`config.mk`:
```
export PLATFORM = sky130hd
export DESIGN_NAME = a_config_loader
export DESIGN_NICKNAME = d
export VERILOG_FILES = /design/src/rtl/a_config_pkg.sv /design/src/rtl/a_config_loader.sv
export SDC_FILE = /design/constraint.sdc
export NUM_CORES = 2
export LEC_CHECK = 0
export ABC_CLOCK_PERIOD_IN_PS = 3050
export CORE_ASPECT_RATIO = 0.7
export CORE_UTILIZATION = 50
export DETAILED_ROUTE_END_ITERATION = 7
export PLACE_DENSITY_LB_ADDON = 0.08
export SLEW_MARGIN = 5
export SYNTH_ARGS = -nofsm -noshare
export SYNTH_HDL_FRONTEND = slang
export SYNTH_SLANG_ARGS = --single-unit
```
`constraint.sdc`:
```
create_clock -name clk_a_domain -period 3.05 [get_ports clk_a_domain]
set_clock_uncertainty 0.1 [all_clocks]
set_input_delay 0.305 -clock clk_a_domain [delete_from_list [all_inputs] [get_ports clk_a_domain]]
set_output_delay 0.305 -clock clk_a_domain [all_outputs]
set_load 0.005 [all_outputs]
```
`src/rtl/a_config_pkg.sv`:
```
// Shared opcodes, default field widths and FSM state type for the
// ASIC-side configuration loader.
package a_config_pkg;

  localparam int DEF_CMD_W     = 32;
  localparam int DEF_OPCODE_W  = 15;
  localparam int DEF_PAYLOAD_W = DEF_CMD_W - DEF_OPCODE_W;

  localparam int CFG_WORD     = 1;
  localparam int CFG_DONE_ACK = 2;
  localparam int CFG_RESTART  = 3;
  localparam int CFG_READ     = 4;
  localparam int CFG_ERR      = 5;

  typedef enum logic {S_LOAD, S_ACK} state_e;

endpackage

```
`src/rtl/a_config_loader.sv`:
```
// Assembles NUM_WORDS payload words into a shadow bank, commits them atomically
// to cfg_flat, acknowledges on the reply FIFO and serves readback/error replies.
module a_config_loader
  import a_config_pkg::*;
#(
  parameter int NUM_WORDS = 39,
  parameter int CMD_W     = DEF_CMD_W,
  parameter int OPCODE_W  = DEF_OPCODE_W,
  parameter int PAYLOAD_W = DEF_PAYLOAD_W
) (
  input  logic                           clk_a_domain,
  input  logic                           reset,
  output logic                           fifo_d2a_command_rd_en,
  input  logic [CMD_W-1:0]               fifo_d2a_command_dout,
  input  logic                           fifo_d2a_command_empty,
  input  logic                           fifo_d2a_command_valid,
  output logic                           fifo_a2d_command_wr_en,
  output logic [CMD_W-1:0]               fifo_a2d_command_din,
  input  logic                           fifo_a2d_command_full,
  output logic [NUM_WORDS*PAYLOAD_W-1:0] cfg_flat,
  output logic                           cfg_valid,
  output logic                           cfg_commit
);

  localparam int IDX_W  = $clog2(NUM_WORDS + 1);
  localparam int BANK_W = NUM_WORDS * PAYLOAD_W;

  state_e               state_q, state_d;
  logic [IDX_W-1:0]     idx_q, idx_d;
  logic [BANK_W-1:0]    shadow_q, shadow_d;
  logic [BANK_W-1:0]    active_q, active_d;
  logic                 cfg_valid_q, cfg_valid_d;
  logic                 commit_q, commit_d;

  logic [OPCODE_W-1:0]  opcode;
  logic [PAYLOAD_W-1:0] payload;
  logic [PAYLOAD_W-1:0] rd_word;
  logic                 rd_in_range;

  assign opcode  = fifo_d2a_command_dout[OPCODE_W-1:0];
  assign payload = fifo_d2a_command_dout[CMD_W-1:OPCODE_W];

  // Readback always comes from the committed bank, never the shadow.
  always_comb begin
    rd_word = '0;
    for (int i = 0; i < NUM_WORDS; i++) begin
      if (payload == PAYLOAD_W'(i)) rd_word = active_q[i*PAYLOAD_W +: PAYLOAD_W];
    end
    rd_in_range = (payload < PAYLOAD_W'(NUM_WORDS));
  end

  always_comb begin
    state_d                = state_q;
    idx_d                  = idx_q;
    shadow_d               = shadow_q;
    active_d               = active_q;
    cfg_valid_d            = cfg_valid_q;
    commit_d               = 1'b0;
    fifo_d2a_command_rd_en = 1'b0;
    fifo_a2d_command_wr_en = 1'b0;
    fifo_a2d_command_din   = '0;
    case (state_q)
      S_LOAD: begin
        if (fifo_d2a_command_valid) begin
          if (opcode == OPCODE_W'(CFG_WORD)) begin
            fifo_d2a_command_rd_en = 1'b1;
            for (int i = 0; i < NUM_WORDS; i++) begin
              if (idx_q == IDX_W'(i)) shadow_d[i*PAYLOAD_W +: PAYLOAD_W] = payload;
            end
            if (idx_q == IDX_W'(NUM_WORDS - 1)) begin
              // Commit includes the word being popped this cycle.
              active_d    = shadow_d;
              commit_d    = 1'b1;
              cfg_valid_d = 1'b1;
              state_d     = S_ACK;
            end else begin
              idx_d = idx_q + IDX_W'(1);
            end
          end else if (opcode == OPCODE_W'(CFG_RESTART)) begin
            fifo_d2a_command_rd_en = 1'b1;
            idx_d                  = '0;
          end else if (!fifo_a2d_command_full) begin
            fifo_d2a_command_rd_en = 1'b1;
            fifo_a2d_command_wr_en = 1'b1;
            if (opcode == OPCODE_W'(CFG_READ)) begin
              fifo_a2d_command_din = rd_in_range ? {rd_word, OPCODE_W'(CFG_READ)}
                                                 : {payload, OPCODE_W'(CFG_ERR)};
            end else begin
              fifo_a2d_command_din = {PAYLOAD_W'(opcode), OPCODE_W'(CFG_ERR)};
            end
          end
        end
      end
      S_ACK: begin
        if (!fifo_a2d_command_full) begin
          fifo_a2d_command_wr_en = 1'b1;
          fifo_a2d_command_din   = {PAYLOAD_W'(NUM_WORDS), OPCODE_W'(CFG_DONE_ACK)};
          idx_d                  = '0;
          state_d                = S_LOAD;
        end
      end
      default: state_d = S_LOAD;
    endcase
  end

  always_ff @(posedge clk_a_domain) begin
    if (reset) begin
      state_q     <= S_LOAD;
      idx_q       <= '0;
      shadow_q    <= '0;
      active_q    <= '0;
      cfg_valid_q <= 1'b0;
      commit_q    <= 1'b0;
    end else begin
      state_q     <= state_d;
      idx_q       <= idx_d;
      shadow_q    <= shadow_d;
      active_q    <= active_d;
      cfg_valid_q <= cfg_valid_d;
      commit_q    <= commit_d;
    end
  end

  assign cfg_flat   = active_q;
  assign cfg_valid  = cfg_valid_q;
  assign cfg_commit = commit_q;

  a_pop_never_empty: assert property (@(posedge clk_a_domain) disable iff (reset)
    !(fifo_d2a_command_rd_en && fifo_d2a_command_empty));

endmodule

```
# Yosys cells after proc, flatten, opt, wreduce, memory -nomap -nowiden
# Index checks and enable logic that the tools add are counted.
dict set report word_totals {
  regBits 1335
  inputBits 37
  out_inout_bits 699
  word_cells 204
}
dict set report op_classes {
  add_sub_neg 1
  magnitude_cmp 1
  eq_ne 83
  muxes 106
  bitwise_logic 1
  reduce_logical 6
}
# op n
set op_table {}
lappend op_table {{two-way mux 17 bit} 78}
lappend op_table {{== test 17 x 5 -> 1 bit (second input constant)} 16}
lappend op_table {{two-way mux 32 bit} 6}
lappend op_table {{== test 17 x 4 -> 1 bit (second input constant)} 8}
lappend op_table {{== test 17 x 6 -> 1 bit (second input constant)} 7}
lappend op_table {{== test 6 x 5 -> 1 bit (second input constant)} 16}
lappend op_table {{== test 17 x 3 -> 1 bit (second input constant)} 4}
lappend op_table {{one-hot mux 32 bit (2 select lines)} 1}
lappend op_table {{== test 6 x 4 -> 1 bit (second input constant)} 8}
lappend op_table {{== test 6 bit (second input constant)} 7}
lappend op_table {{== test 17 x 2 -> 1 bit (second input constant)} 2}
lappend op_table {{two-way mux 6 bit} 5}
lappend op_table {{== test 6 x 3 -> 1 bit (second input constant)} 4}
lappend op_table {{two-way mux 21 bit} 1}
lappend op_table {{== test 17 x 1 -> 1 bit (second input constant)} 1}
lappend op_table {{zero test 17 bit} 1}
lappend op_table {{< comparator 17 x 6 -> 1 bit (second input constant)} 1}
lappend op_table {{== test 15 x 1 -> 1 bit (second input constant)} 1}
lappend op_table {{== test 15 x 2 -> 1 bit (second input constant)} 1}
lappend op_table {{== test 15 x 3 -> 1 bit (second input constant)} 1}
lappend op_table {{== test 6 x 2 -> 1 bit (second input constant)} 2}
lappend op_table {{two-way mux 1 bit} 12}
lappend op_table {{one-hot mux 6 bit (2 select lines)} 1}
lappend op_table {{AND reduction 4 bit} 2}
lappend op_table {{9 further kinds} 12}

# Logic depth before layout (Yosys ltp)
dict set report depth {
  word_depth 47
  ltp_mapped 12
  mapped_depth_nobuf 9
}

# Worst setup path after synthesis
# No wires, ideal clock.
dict set report synth_timing {
  path_kind {input port to output port}
  startpoint {input port fifo_d2a_command_dout[29]}
  endpoint {output port fifo_a2d_command_din[27]}
  arrival_time_ns 2.696
  t_required_ns 2.645
  setup_slack_ns -0.051
  stages 10
  path_buffers 2
  path_cell_list {buf_2 -> or4_1 -> or4_1 -> clkbuf_2 -> or3_1 -> a221oi_1 -> o21ai_1 -> o2111ai_1 -> a21boi_1 -> o221a_1}
}
dict set report synth_between {
  elab_chain_cells 47
  elab_cells_between_ends 86
  cone_classes {order compare (1); eq/ne (38); mux (46); reduce/logical (1)}
}
# item line_no
set synth_rtl {}
lappend synth_rtl {{from (decl)} a_config_loader.sv:14} ;# input logic [CMD_W-1:0] fifo_d2a_command_dout,
lappend synth_rtl {{zero test 17 bit} a_config_loader.sv:47} ;# if (payload == PAYLOAD_W'(i)) rd_word = active_q[i*PAYLOAD_W +: PAYLOAD_W];
lappend synth_rtl {{two-way mux 17 bit (39 in series)} a_config_loader.sv:47}
lappend synth_rtl {{two-way mux 32 bit *} a_config_loader.sv:86} ;# fifo_a2d_command_din = rd_in_range ? {rd_word, OPCODE_W'(CFG_READ)}
lappend synth_rtl {{two-way mux 32 bit *} a_config_loader.sv:85} ;# if (opcode == OPCODE_W'(CFG_READ)) begin
lappend synth_rtl {{two-way mux 32 bit *} a_config_loader.sv:82} ;# end else if (!fifo_a2d_command_full) begin
lappend synth_rtl {{two-way mux 32 bit *} a_config_loader.sv:79} ;# end else if (opcode == OPCODE_W'(CFG_RESTART)) begin
lappend synth_rtl {{two-way mux 32 bit *} a_config_loader.sv:65} ;# if (opcode == OPCODE_W'(CFG_WORD)) begin
lappend synth_rtl {{two-way mux 32 bit *} a_config_loader.sv:64} ;# if (fifo_d2a_command_valid) begin
lappend synth_rtl {{one-hot mux 32 bit (2 select lines) *} a_config_loader.sv:62} ;# case (state_q)
lappend synth_rtl {{to (decl)} a_config_loader.sv:18} ;# output logic [CMD_W-1:0] fifo_a2d_command_din,
# Every way passes the cells marked *; elsewhere a longest branch is shown, timed or not.

# Final worst setup path
dict set report layout_timing {
  startpoint {input port fifo_d2a_command_dout[30]}
  endpoint {output port fifo_a2d_command_din[27]}
}
# Same word-level chain as after synthesis.

==> metrics.txt <==
status=finished, violations left; violations in the final reports=DRC, setup timing; synth-to-layout area growth=36.7%; peak supply drop=between 0.5 and 0.6 mV; vias in the first global route=56300; Clock H-tree levels=3; leakage component of the power=31.3 nW; Pre-antenna DRT Iters=8; routability-driven placement congestion ratio=1.14; DRC violation count after routing=69; final setup slack of the worst path=-663 ps; element type at the critical path start=primary input; critical path endpoint category=output pin; count of pins on the block boundary=around 740; via count=63600; unrepaired setup endpoints after global routing=yes; fraction of layout instances using a drive strength above 1=between 10% and 20%; Highest Clock Rate=approximately 270 MHz; proportion of synthesized chip area in sequential cells=between 40% and 50%; clock buffer depth=3; minimum clock period after layout=3710 ps; total track usage=about half; Avg Synthesized Cell Area=roughly 8.2 um^2; Nets=~8400; number of pins with negative max-slew slack in the final report=0; area inside the core boundary=approximately 0.12 mm^2; Power per Cell Area=around 440 mW/mm^2; Min-Delay Path Class=primary input to register; wire length after detailed routing=between 300000 and 400000 um; pre-CTS WS=-1650 ps; Via density=6.35; TritonCTS clock tree=yes; number of distinct library cells after synthesis=between 80 and 90; setup violators final=17; clock root buffer master=clkbuf_16; crit path max fanout=6; number of routed nets with antenna violations=0; data required time at the worst endpoint=2640 ps; total clock buffers created by CTS=119; ys async rst share=0%; First DRT Iteration DRCs=approximately 11000; detailed placement HPWL=225000 um; worst-margin pin slew=982 ps; clock sinks=1318; max cap viols=0; worst skew pair latency=slightly below 800 ps; wire length of the first global-routing pass=419000 um; Synth warnings=0; part of the cycle the worst path needs=122%; Die ar.=0.118 mm^2; EDFF count, synth=0; relative slew slack=approximately 35%; Port Buffer Count=approximately 720; sum of overflow across all layers after global routing=0; Cell Rows=104; number of synthesized register bits=roughly 1300; clock slew at the register clock pins of the worst setup and hold paths=~70 ps; routed wirelength normalized by instance count=approximately 30 um; most instantiated flip-flop cell in the synthesis netlist=dfxtp_1; overall die width=slightly above 400 um; largest net degree at the start of global routing=roughly 110; fin util=69.2%; initial standard-cell utilization of the core=between 50% and 60%; number of endpoints with negative hold slack in the final report=0; Synth Cell Area=~0.058 mm^2; die boundary height=about 290 um; WS Path Type=primary input to output pin; synthesized instance count=7103; number of antenna violations at the first check in global routing=16; endpoint arrival time on the critical path=between 3000 and 4000 ps
==> worst max-delay path, cell delays in order <==
cell       delay (ps)
buf_6              90
or4_4             610
or4_4             600
buf_6             160
or3_4             340
a221oi_4          390
o21ai_2           110
o2111ai_2         120
a21boi_2          150
o221a_4           310
buf_6             120
==> worst paths after layout <==
kind	start	slack [ps]	cells past startpoint	endpoint
worst max-delay path	fifo_d2a_command_dout[30]	-660	11	fifo_a2d_command_din[27]
worst min-delay path	fifo_d2a_command_dout[18]	40	4	shadow_q[3]
worst max register to register	idx_q[2]	390	6	cfg_flat[91]
worst min register to register	shadow_q[221]	350	2	shadow_q[221]
==> cells in the final DEF (no fill, tap or decap), types with 26 or more instances in the layout <==
master,netlist,layout
mux2i_1,664,661
a211oi_1,662,657
nand2_1,1472,1465
clkdlybuf4s50_1,0,672
dfxtp_1,1318,1315
a21oi_1,749,736
nor2_1,815,796
clkbuf_8,0,26
nand4_1,37,37
buf_12,0,97
o21ai_0,87,67
nor2_2,21,31
clkbuf_16,0,119
buf_4,20,950
a22oi_1,77,62
nand3_1,81,73
nor3_1,45,30
buf_6,2,75
==> per-layer routing <==
layer,GRT usage (%),up-vias,part of all wire (%)
li1,-,27500,-
met1,66.8,30400,39
met2,67.3,4657,40
met3,17.6,1022,15
met4,27.4,16,6.7
met5,0,-,0.038
==> cells in the mapped netlist, drive strengths merged (15+ instances only) <==
master,n,area share (%)
nor3,48,0.44
nor2,839,5.5
a221o,15,0.26
nor4,24,0.38
clkbuf,463,3.0
a222oi,16,0.27
a22oi,77,0.99
nand4,37,0.40
nand2,1473,9.5
o21ai,91,0.78
nand3,81,0.69
dfxtp,1318,45
a211oi,662,8.5
buf,234,2.1
mux2i,664,11
a21oi,749,6.4
o22ai,23,0.25
o221ai,17,0.25
a221oi,29,0.43
==> power breakdown <==
group	leakage [nW]	switching, mW	internal (mW)
Combinational	18.7	1.20	0.393
Sequential	10.6	0.00000293	17.2
Clock	2.03	7.07	8.94
Total	31.3	8.27	26.5
==> area by class of cell <==
class                   instances  area [um^2]
well taps                    1537         1920
clock inverters                47          686
inverters                      14         52.6
diodes                          9         22.5
multi-input cells            5085        30400
clock buffers                 170         3430
fillers                      9291        35600
flip-flops and latches       1318        26400
repair buffers               1831        17000
==> registers in the layout (all words and copies together) (netlist names) <==
signal      flops
cfg_valid       1
state_q         1
cfg_flat      663
cfg_commit      1
shadow_q      646
idx_q           6
==> repair_timing <==
| action | CTS | global route |
|---|---|---|
| setup buffers | 79 | 15 |
| gates resized for setup | 379 | 69 |
| endpoints found under the setup margin | 29 | 22 |
| pin swaps | 125 | 66 |
| hold buffers | 6 | 0 |
| endpoints found under the hold margin | 54 | 0 |
==> per-stage QoR <==
stage | cell area [um^2] | TNS, ps | total power [mW] | hold WS [ps] | std cells
global placement | 73600 | -823830 | 19.0 | 336 | 9701
floorplan | 58500 | -26.0 | 18.3 | 332 | 7114
detailed placement | 73600 | -868210 | 19.0 | 343 | 9701
global route | 79900 | -9130 | 35.4 | 25.3 | 10000
CTS | 79500 | -8630 | 34.6 | 1.77 | 9993
finish | 79900 | -9070 | 34.8 | 39.4 | 10000
==> logic make-up after synthesis <==
kind of cell    share of synthesized area (%)
compound gates                           20.0
other cells                           0.00642
flops                                    45.1
mux                                      11.7
xor+xnor                               0.0749
simple gates                             17.8
buf+inv                                  5.13
fa+ha+maj                              0.0856
(Power assumes the default switching activity.)
